## src/rtl/rr_priority_arbiter_if.sv

```systemverilog
// Request/grant bundle between a set of requesters and the round-robin arbiter.
// The arbiter side uses the slave modport; the requester side uses master.
interface rr_priority_arbiter_if #(
  parameter int NUM_REQ = 8,
  parameter int IDX_WD  = $clog2(NUM_REQ)
);
  logic [NUM_REQ-1:0] i_req;
  logic [NUM_REQ-1:0] o_gnt;
  logic [IDX_WD-1:0]  o_gnt_idx;
  logic               o_gnt_valid;

  modport master (
    output i_req,
    input  o_gnt,
    input  o_gnt_idx,
    input  o_gnt_valid
  );

  modport slave (
    input  i_req,
    output o_gnt,
    output o_gnt_idx,
    output o_gnt_valid
  );
endinterface

```

## src/rtl/rr_priority_arbiter.sv

```systemverilog
// Round-robin arbiter with leading-one (highest index first) selection.
// A rotating mask drops the last winner to lowest priority; each grant is
// held until its requester drops or MAX_HOLD cycles elapse, then the next
// winner is loaded with no idle gap. All outputs are registered.
module rr_priority_arbiter #(
  parameter int NUM_REQ  = 8,
  parameter int IDX_WD   = $clog2(NUM_REQ),
  parameter int MAX_HOLD = 4,
  parameter int HOLD_WD  = $clog2(MAX_HOLD + 1)
) (
  input  logic                 clk,
  input  logic                 reset,
  rr_priority_arbiter_if.slave bus
);

  typedef enum logic [0:0] {
    ST_IDLE  = 1'b0,
    ST_GRANT = 1'b1
  } state_t;

  // Index of the highest set bit; 0 for an all-zero vector.
  function automatic logic [IDX_WD-1:0] lead_one(input logic [NUM_REQ-1:0] vec);
    logic [IDX_WD-1:0] idx;
    idx = '0;
    for (int k = 0; k < NUM_REQ; k++) begin
      if (vec[k]) begin
        idx = IDX_WD'(k);
      end
    end
    return idx;
  endfunction

  // Bits strictly below the last winner: (1 << last) - 1.
  function automatic logic [NUM_REQ-1:0] below_mask(input logic [IDX_WD-1:0] last);
    logic [NUM_REQ-1:0] m;
    for (int k = 0; k < NUM_REQ; k++) begin
      m[k] = (IDX_WD'(k) < last);
    end
    return m;
  endfunction

  // One-hot decode of a grant index.
  function automatic logic [NUM_REQ-1:0] one_hot(input logic [IDX_WD-1:0] idx);
    logic [NUM_REQ-1:0] m;
    m      = '0;
    m[idx] = 1'b1;
    return m;
  endfunction

  state_t             state_r;
  state_t             state_nxt_s;
  logic [NUM_REQ-1:0] gnt_r;
  logic [IDX_WD-1:0]  idx_r;
  logic               valid_r;
  logic [HOLD_WD-1:0] hold_r;
  logic [IDX_WD-1:0]  last_r;

  logic [NUM_REQ-1:0] gnt_nxt_s;
  logic [IDX_WD-1:0]  idx_nxt_s;
  logic               valid_nxt_s;
  logic [HOLD_WD-1:0] hold_nxt_s;
  logic [IDX_WD-1:0]  last_nxt_s;

  logic [NUM_REQ-1:0] masked_s;
  logic [IDX_WD-1:0]  winner_s;
  logic               req_any_s;
  logic               release_s;

  // Winner search: masked leading one first, fall back to the full vector.
  always_comb begin
    req_any_s = |bus.i_req;
    masked_s  = bus.i_req & below_mask(last_r);
    if (masked_s != {NUM_REQ{1'b0}}) begin
      winner_s = lead_one(masked_s);
    end else begin
      winner_s = lead_one(bus.i_req);
    end
    if (state_r == ST_GRANT) begin
      release_s = (bus.i_req[idx_r] == 1'b0) ||
                  (hold_r == HOLD_WD'(MAX_HOLD - 1));
    end else begin
      release_s = 1'b0;
    end
  end

  // State register.
  always_ff @(posedge clk) begin
    if (reset) begin
      state_r <= ST_IDLE;
    end else begin
      state_r <= state_nxt_s;
    end
  end

  // Next-state logic: stay in GRANT while any request remains at release.
  always_comb begin
    state_nxt_s = state_r;
    case (state_r)
      ST_IDLE: begin
        if (req_any_s) begin
          state_nxt_s = ST_GRANT;
        end else begin
          state_nxt_s = ST_IDLE;
        end
      end
      ST_GRANT: begin
        if (release_s && !req_any_s) begin
          state_nxt_s = ST_IDLE;
        end else begin
          state_nxt_s = ST_GRANT;
        end
      end
      default: begin
        state_nxt_s = ST_IDLE;
      end
    endcase
  end

  // Next values of the registered grant, hold counter and rotation pointer.
  always_comb begin
    gnt_nxt_s   = gnt_r;
    idx_nxt_s   = idx_r;
    valid_nxt_s = valid_r;
    hold_nxt_s  = hold_r;
    last_nxt_s  = last_r;
    case (state_r)
      ST_IDLE, ST_GRANT: begin
        if ((state_r == ST_GRANT) && !release_s) begin
          hold_nxt_s = hold_r + HOLD_WD'(1);
        end else if (req_any_s) begin
          gnt_nxt_s   = one_hot(winner_s);
          idx_nxt_s   = winner_s;
          valid_nxt_s = 1'b1;
          hold_nxt_s  = {HOLD_WD{1'b0}};
          last_nxt_s  = winner_s;
        end else begin
          gnt_nxt_s   = {NUM_REQ{1'b0}};
          idx_nxt_s   = {IDX_WD{1'b0}};
          valid_nxt_s = 1'b0;
          hold_nxt_s  = {HOLD_WD{1'b0}};
        end
      end
      default: begin
        gnt_nxt_s   = {NUM_REQ{1'b0}};
        idx_nxt_s   = {IDX_WD{1'b0}};
        valid_nxt_s = 1'b0;
        hold_nxt_s  = {HOLD_WD{1'b0}};
        last_nxt_s  = {IDX_WD{1'b0}};
      end
    endcase
  end

  // Grant datapath registers; reset overrides any grant in progress.
  always_ff @(posedge clk) begin
    if (reset) begin
      gnt_r   <= {NUM_REQ{1'b0}};
      idx_r   <= {IDX_WD{1'b0}};
      valid_r <= 1'b0;
      hold_r  <= {HOLD_WD{1'b0}};
      last_r  <= {IDX_WD{1'b0}};
    end else begin
      gnt_r   <= gnt_nxt_s;
      idx_r   <= idx_nxt_s;
      valid_r <= valid_nxt_s;
      hold_r  <= hold_nxt_s;
      last_r  <= last_nxt_s;
    end
  end

  assign bus.o_gnt       = gnt_r;
  assign bus.o_gnt_idx   = idx_r;
  assign bus.o_gnt_valid = valid_r;

endmodule

```

## src/flat_wrapper.sv

```systemverilog
// flat-port wrapper written by rule: the top's interface ports become plain ports
module rr_priority_arbiter_flat 
#(
  parameter int NUM_REQ  = 8,
  parameter int IDX_WD   = $clog2(NUM_REQ),
  parameter int MAX_HOLD = 4,
  parameter int HOLD_WD  = $clog2(MAX_HOLD + 1)
)
  (clk, reset, bus_i_req, bus_o_gnt, bus_o_gnt_idx, bus_o_gnt_valid);
  rr_priority_arbiter_if #(.NUM_REQ(NUM_REQ), .IDX_WD(IDX_WD)) bus_i ();
  input  logic clk;
  input  logic reset;
  input wire logic [$bits(bus_i.i_req)-1:0] bus_i_req;
  output wire logic [$bits(bus_i.o_gnt)-1:0] bus_o_gnt;
  output wire logic [$bits(bus_i.o_gnt_idx)-1:0] bus_o_gnt_idx;
  output wire logic [$bits(bus_i.o_gnt_valid)-1:0] bus_o_gnt_valid;
  assign bus_i.i_req = bus_i_req;
  assign bus_o_gnt = bus_i.o_gnt;
  assign bus_o_gnt_idx = bus_i.o_gnt_idx;
  assign bus_o_gnt_valid = bus_i.o_gnt_valid;
  rr_priority_arbiter #(.NUM_REQ(NUM_REQ), .IDX_WD(IDX_WD), .MAX_HOLD(MAX_HOLD), .HOLD_WD(HOLD_WD)) u_core (.clk(clk), .reset(reset), .bus(bus_i));
endmodule
```

## config.mk

```make
export PLATFORM = sky130hd
export DESIGN_NAME = rr_priority_arbiter_flat
export DESIGN_NICKNAME = d
export VERILOG_FILES = /design/src/rtl/rr_priority_arbiter_if.sv /design/src/rtl/rr_priority_arbiter.sv /design/src/flat_wrapper.sv
export SDC_FILE = /design/constraint.sdc
export NUM_CORES = 1
export LEC_CHECK = 0
export ABC_AREA = 1
export BUFFER_PORTS_ARGS = -buffer_cell sky130_fd_sc_hd__buf_4
export CORE_ASPECT_RATIO = 0.7
export CORE_MARGIN = 2
export CORE_UTILIZATION = 35
export CTS_CLUSTER_SIZE = 16
export DETAILED_ROUTE_END_ITERATION = 6
export HOLD_SLACK_MARGIN = 0.08
export PLACE_DENSITY = 0.63
export SLEW_MARGIN = 10
export SYNTH_ARGS = -nofsm -noshare
export SYNTH_HDL_FRONTEND = slang
export SYNTH_SLANG_ARGS = --single-unit
```

## constraint.sdc

```tcl
create_clock -name clk -period 1.5 [get_ports clk]
set_input_delay 0.075 -clock clk [delete_from_list [all_inputs] [get_ports clk]]
set_output_delay 0.075 -clock clk [all_outputs]
set_load 0.01 [all_outputs]
```

# Word level (Yosys, flattened, before mapping)
# Cells that the tools add are included.
totals:
  ff_bits: 19
  inputBits: 10
  out_inout_bits: 12
  elab_cells: 58
classes:
  add_sub_neg: 1
  order_cmp: 11
  eq_ne: 1
  mux: 25
  n_bitwise: 4
  reduce_logical: 10
op_table:
  columns: ["op", "n"]
  rows:
  - ["$mux W3", 13]
  - ["$lt A3 B3 Y1 const A", 4]
  - ["$and A8 B8 Y8", 1]
  - ["$lt A3 B4 Y1 const B", 2]
  - ["$mux W8", 1]
  - ["$reduce_bool A8 Y1", 1]
  - ["$reduce_or A8 Y1", 1]
  - ["$mux W1", 7]
  - ["$lt A1 B3 Y1 const A", 2]
  - ["$lt A2 B3 Y1 const A", 2]
  - ["$add A3 B1 Y3 const B", 1]
  - ["$bmux W1 S3", 1]
  - ["$demux W1 S3", 1]
  - ["$eq A3 B2 Y1 const B", 1]
  - ["$ge A3 B1 Y1 const B", 1]
  - ["$logic_and A1 B1 Y1", 3]
  - ["$not A1 Y1", 3]
  - ["$logic_not A1 Y1", 2]
  - ["$mux W2", 1]
  - ["$pmux W1 S2", 1]
  - ["$reduce_and A2 Y1", 1]
  - ["$reduce_or A2 Y1", 1]
  - ["$logic_or A1 B1 Y1", 1]

# Longest topological paths before layout
depth:
  ltp_word: 15
  depth_mapped: 13
  mapped_depth_nobuf: 13

# Worst setup path after synthesis
# OpenSTA, ideal clock, no wires.
synth_timing:
  kind: "flip-flop to flip-flop"
  from: "register u_core.hold_r[0]"
  to: "register u_core.gnt_r[6] (netlist: u_core.bus.o_gnt[6])"
  setup_ns: 0.069
  t_arrival_ns: 1.358
  t_required_ns: 1.431
  path_slack_ns: 0.073
  path_stages_with_launch: 9
  n_path_buf: 1
  period_less_slack_ns: 1.427
  path_cell_list: "dfxtp_1 ha_1 ha_1 nor2_1 nand3_4 nor2_2 buf_6 nand2_1 o21ai_1"
synth_via:
  elab_chain_len: 5
synth_lines:
  columns: ["item", "line", "rtl"]
  rows:
  - ["start, declared", "rr_priority_arbiter.sv:55", "logic [HOLD_WD-1:0] hold_r;"]
  - ["start signal, assigned", "rr_priority_arbiter.sv:159", "hold_r <= {HOLD_WD{1'b0}};"]
  - ["start signal, assigned", "rr_priority_arbiter.sv:165", "hold_r <= hold_nxt_s;"]
  - ["$eq A3 B2 Y1", "rr_priority_arbiter.sv:80", "(hold_r == HOLD_WD'(MAX_HOLD - 1));"]
  - ["$logic_or A1 B1 Y1", "rr_priority_arbiter.sv:79", "release_s = (bus.i_req[idx_r] == 1'b0) ||"]
  - ["$mux W1", "rr_priority_arbiter.sv:78", "if (state_r == ST_GRANT) begin"]
  - ["$logic_not A1 Y1", "rr_priority_arbiter.sv:128", "if ((state_r == ST_GRANT) && !release_s) begin"]
  - ["$logic_and A1 B1 Y1", "rr_priority_arbiter.sv:128", null]
  - ["end signal, assigned", "rr_priority_arbiter.sv:156", "gnt_r <= {NUM_REQ{1'b0}};"]
  - ["end signal, assigned", "rr_priority_arbiter.sv:162", "gnt_r <= gnt_nxt_s;"]
  - ["end, declared", "rr_priority_arbiter.sv:52", "logic [NUM_REQ-1:0] gnt_r;"]
# Every way passes these cells.
# A chain may end at the register's enable or synchronous reset.

# Worst setup path after layout
layout_timing:
  from: "register u_core.hold_r[0]"
  to: "register u_core.gnt_r[2] (netlist: u_core.bus.o_gnt[2])"
# Same word-level chain as after synthesis.

==> impl_results.md <==
- Synthesis-stage register bit count: 19
- Clock Sinks: 19
- CP Capture Type: flip-flop
- CP Launch Type: flip-flop
- Fin Setup TNS: 0 ns
- Final setup fails: 0
- Clock buffer depth: 2
- Worst Path Required: 1.65 ns
- Vias/cell: 4.84
- Post-synth ARST share: 0
- Core ar.: 0.00286 sq mm
- Yosys top cell area share: 0.356
- Layout cells sized above 1: 0.354
- Final Skew: 0.00427 ns
- Slew Viols, Final: 0
- Nets: 208
- DRT Pass-1 Iters: 4
- Total GRT Usage: 0.154
- Vias in the first global route: 1,023
- Row cnt: 16
- Most numerous cell in the Yosys netlist: nand2_1
- EDFF count, synth: 0
- Netlist Area Pre-Place: 0.00107 sq mm
- Later-pin clock latency in the skew report: 0.25 ns
- Final setup margin: 0.0613 ns
- CTS tree: built
- RD Place Congestion: 0.877
- Detailed Place HPWL: 1990 um
- R2r setup slk: 0.06 ns
- Die area: 0.00352 sq mm
- Commonest cells post-synth: nand2_1, inv_1, dfxtp_1, nor2_1, nand3_1
- Synth unique cells: 22
- H-tree depth: 1
- Die X: 70.1 um
- Worst vdd ir: 903 uV
- Die H: 50.3 um
- Period utilisation layout: 0.959
- Comb pwr share: 0.505
- DP Area: 0.00128 sq mm
- Vias post-DR: 1,119
- Sequential share of the synthesized area: 0.356
- Count of port buffers added during placement: 21
- Place WS: -0.0833 ns
- WL final: 2610 um
- Final hold violations: 0
- Power Dens Cells: 1670 mW/mm^2
- Sequential power share: 0.351
- ANT nets after route: 0
- Synth Flop Type: dfxtp_1
- Grt ovf: 0
- CP arrival: 1.59 ns
- Leak Pwr: 0.761 nW
- Clk pin slew, worst setup/hold paths: 0.06 ns
- CP Class: flip-flop to flip-flop
- Max Clk Rate: 0.695 GHz
- CTS Root Cell: clkbuf_8
- Sw Pwr: 1.01 mW
- Clk pwr share: 0.144
- Post-Synthesis Net Count: 174
- Slew headroom: 0.794
- Net switching fraction of the power: 0.422
- Worst Max-Slew Pin Slew: 0.306 ns
- Synth top area cells: dfxtp_1, nand2_1, inv_1
- Status: finished, final reports clean
- Area Growth Syn to Fin: 34.0%
- Finished Cell Area: 0.00143 sq mm
- Max-cap violations: 0
- CTS buffer count: 3
- Routed len/inst: 11.3 um
- Worst hold path class: input pin to flip-flop
- YS warnings: 0
- Ant diodes: 0
- Tot Pwr: 2.39 mW
- Worst Hold Slack: 0.281 ns
- Final min period: 1.44 ns
- Initial core utilization: 0.374
- Syn avg cell area: 6.60 sq um
- Post-Syn Instances: 162
- First-pass GRT wire length: 4350 um
- Pin count of the biggest net entering global routing: 11
- Critical-path maximum fanout: 5
- Internal power: 1.38 mW
- DRC Markers: 0
- DRC marker count from the first detailed-route iteration: 64
- Cell taking the most area after synthesis: dfxtp_1
- Num ports: 22
- Initial antenna violation count: 0
## worst max-delay path: stages, from the launching register on
cell     delay [ns]
dfxtp_2        0.32
ha_2           0.17
ha_2           0.19
nor2_4         0.14
nand3_4        0.12
buf_4          0.16
nand2_2        0.08
nor2_2         0.04
nand2_1        0.05
nand2_1        0.05
## layout make-up
type	instances	area [sq um]
repair buffers	32	246
multi-input cells	117	621
fillers	280	1430
inverters	23	86.3
flip-flops and latches	19	390
clock buffers	4	45.0
well taps	36	45.0
## cells by family (layout without fill, tap and decap cells)
group	after synthesis	count (layout)	synth area share
buffers and inverters	26	59	0.112
AND/OR/NAND/NOR	101	101	0.439
AO/OA/AOI/OAI	14	14	0.0702
adder cells (fa/ha/maj)	2	2	0.0234
flip-flops	19	19	0.356
## power groups by stage
stage	clock (mW)	sequential, mW	combinational [mW]
after CTS	0.359	0.807	1.09
after floorplan	0	0.816	0.724
after global placement	0	0.812	1.07
after detailed placement	0	0.814	1.08
after global routing	0.379	0.860	1.34
final	0.345	0.840	1.21
## state kept, by name, indices dropped and copies added (netlist names)
signal,cells
u_core.bus.o_gnt_valid,1
u_core.hold_r,3
u_core.state_r,1
u_core.bus.o_gnt,8
u_core.last_r,3
u_core.bus.o_gnt_idx,3
## worst paths after layout
kind / startpoint / endpoint / depth (start not counted)
worst max-delay path: u_core.hold_r[0] / u_core.bus.o_gnt[2] / 9
worst min register to register: u_core.hold_r[0] / u_core.hold_r[0] / 1
worst max register to register: u_core.hold_r[0] / u_core.bus.o_gnt[2] / 9
worst min-delay path: bus_i_req[7] / u_core.state_r / 5
## metal layers
layer / share of wire / track usage / wire [um] / vias to the layer above
li1: - / - / - / 564
met1: 0.48 / 0.207 / 1250 / 522
met2: 0.45 / 0.256 / 1160 / 31
met3: 0.069 / 0.0361 / 180 / 2
met4: 0.0054 / 0.0288 / 14 / 0
met5: 0 / 0 / 0 / -
## timing repair
action                                  4_1_cts  5_1_grt
hold buffers                                  1        0
pin swaps                                     1        6
hold endpoints to repair                      4        0
resized for setup                             2       21
endpoints found under the setup margin       10       11
buffers inserted                              1        4
## placed cells by master (no fill, tap or decap), types with 2 or more instances in the layout
cell type,count
a21oi_1,5
buf_4,30
clkbuf_8,3
dfxtp_1,13
dfxtp_2,5
ha_2,2
inv_1,21
inv_2,2
nand2_1,58
nand2_2,6
nand2_4,2
nand3_1,6
nand3_2,4
nand4_1,2
nor2_1,9
nor2_2,7
nor2_4,3
o21ai_1,5
## through the flow
| step | cells | utilization |
|---|---|---|
| after floorplan | 162 | - |
| after global placement | 221 | 0.446 |
| after detailed placement | 221 | 0.446 |
| after CTS | 227 | 0.470 |
| after global routing | 231 | 0.501 |
| final | 231 | 0.501 |
No activity file was read; power rests on OpenSTA's default activity.
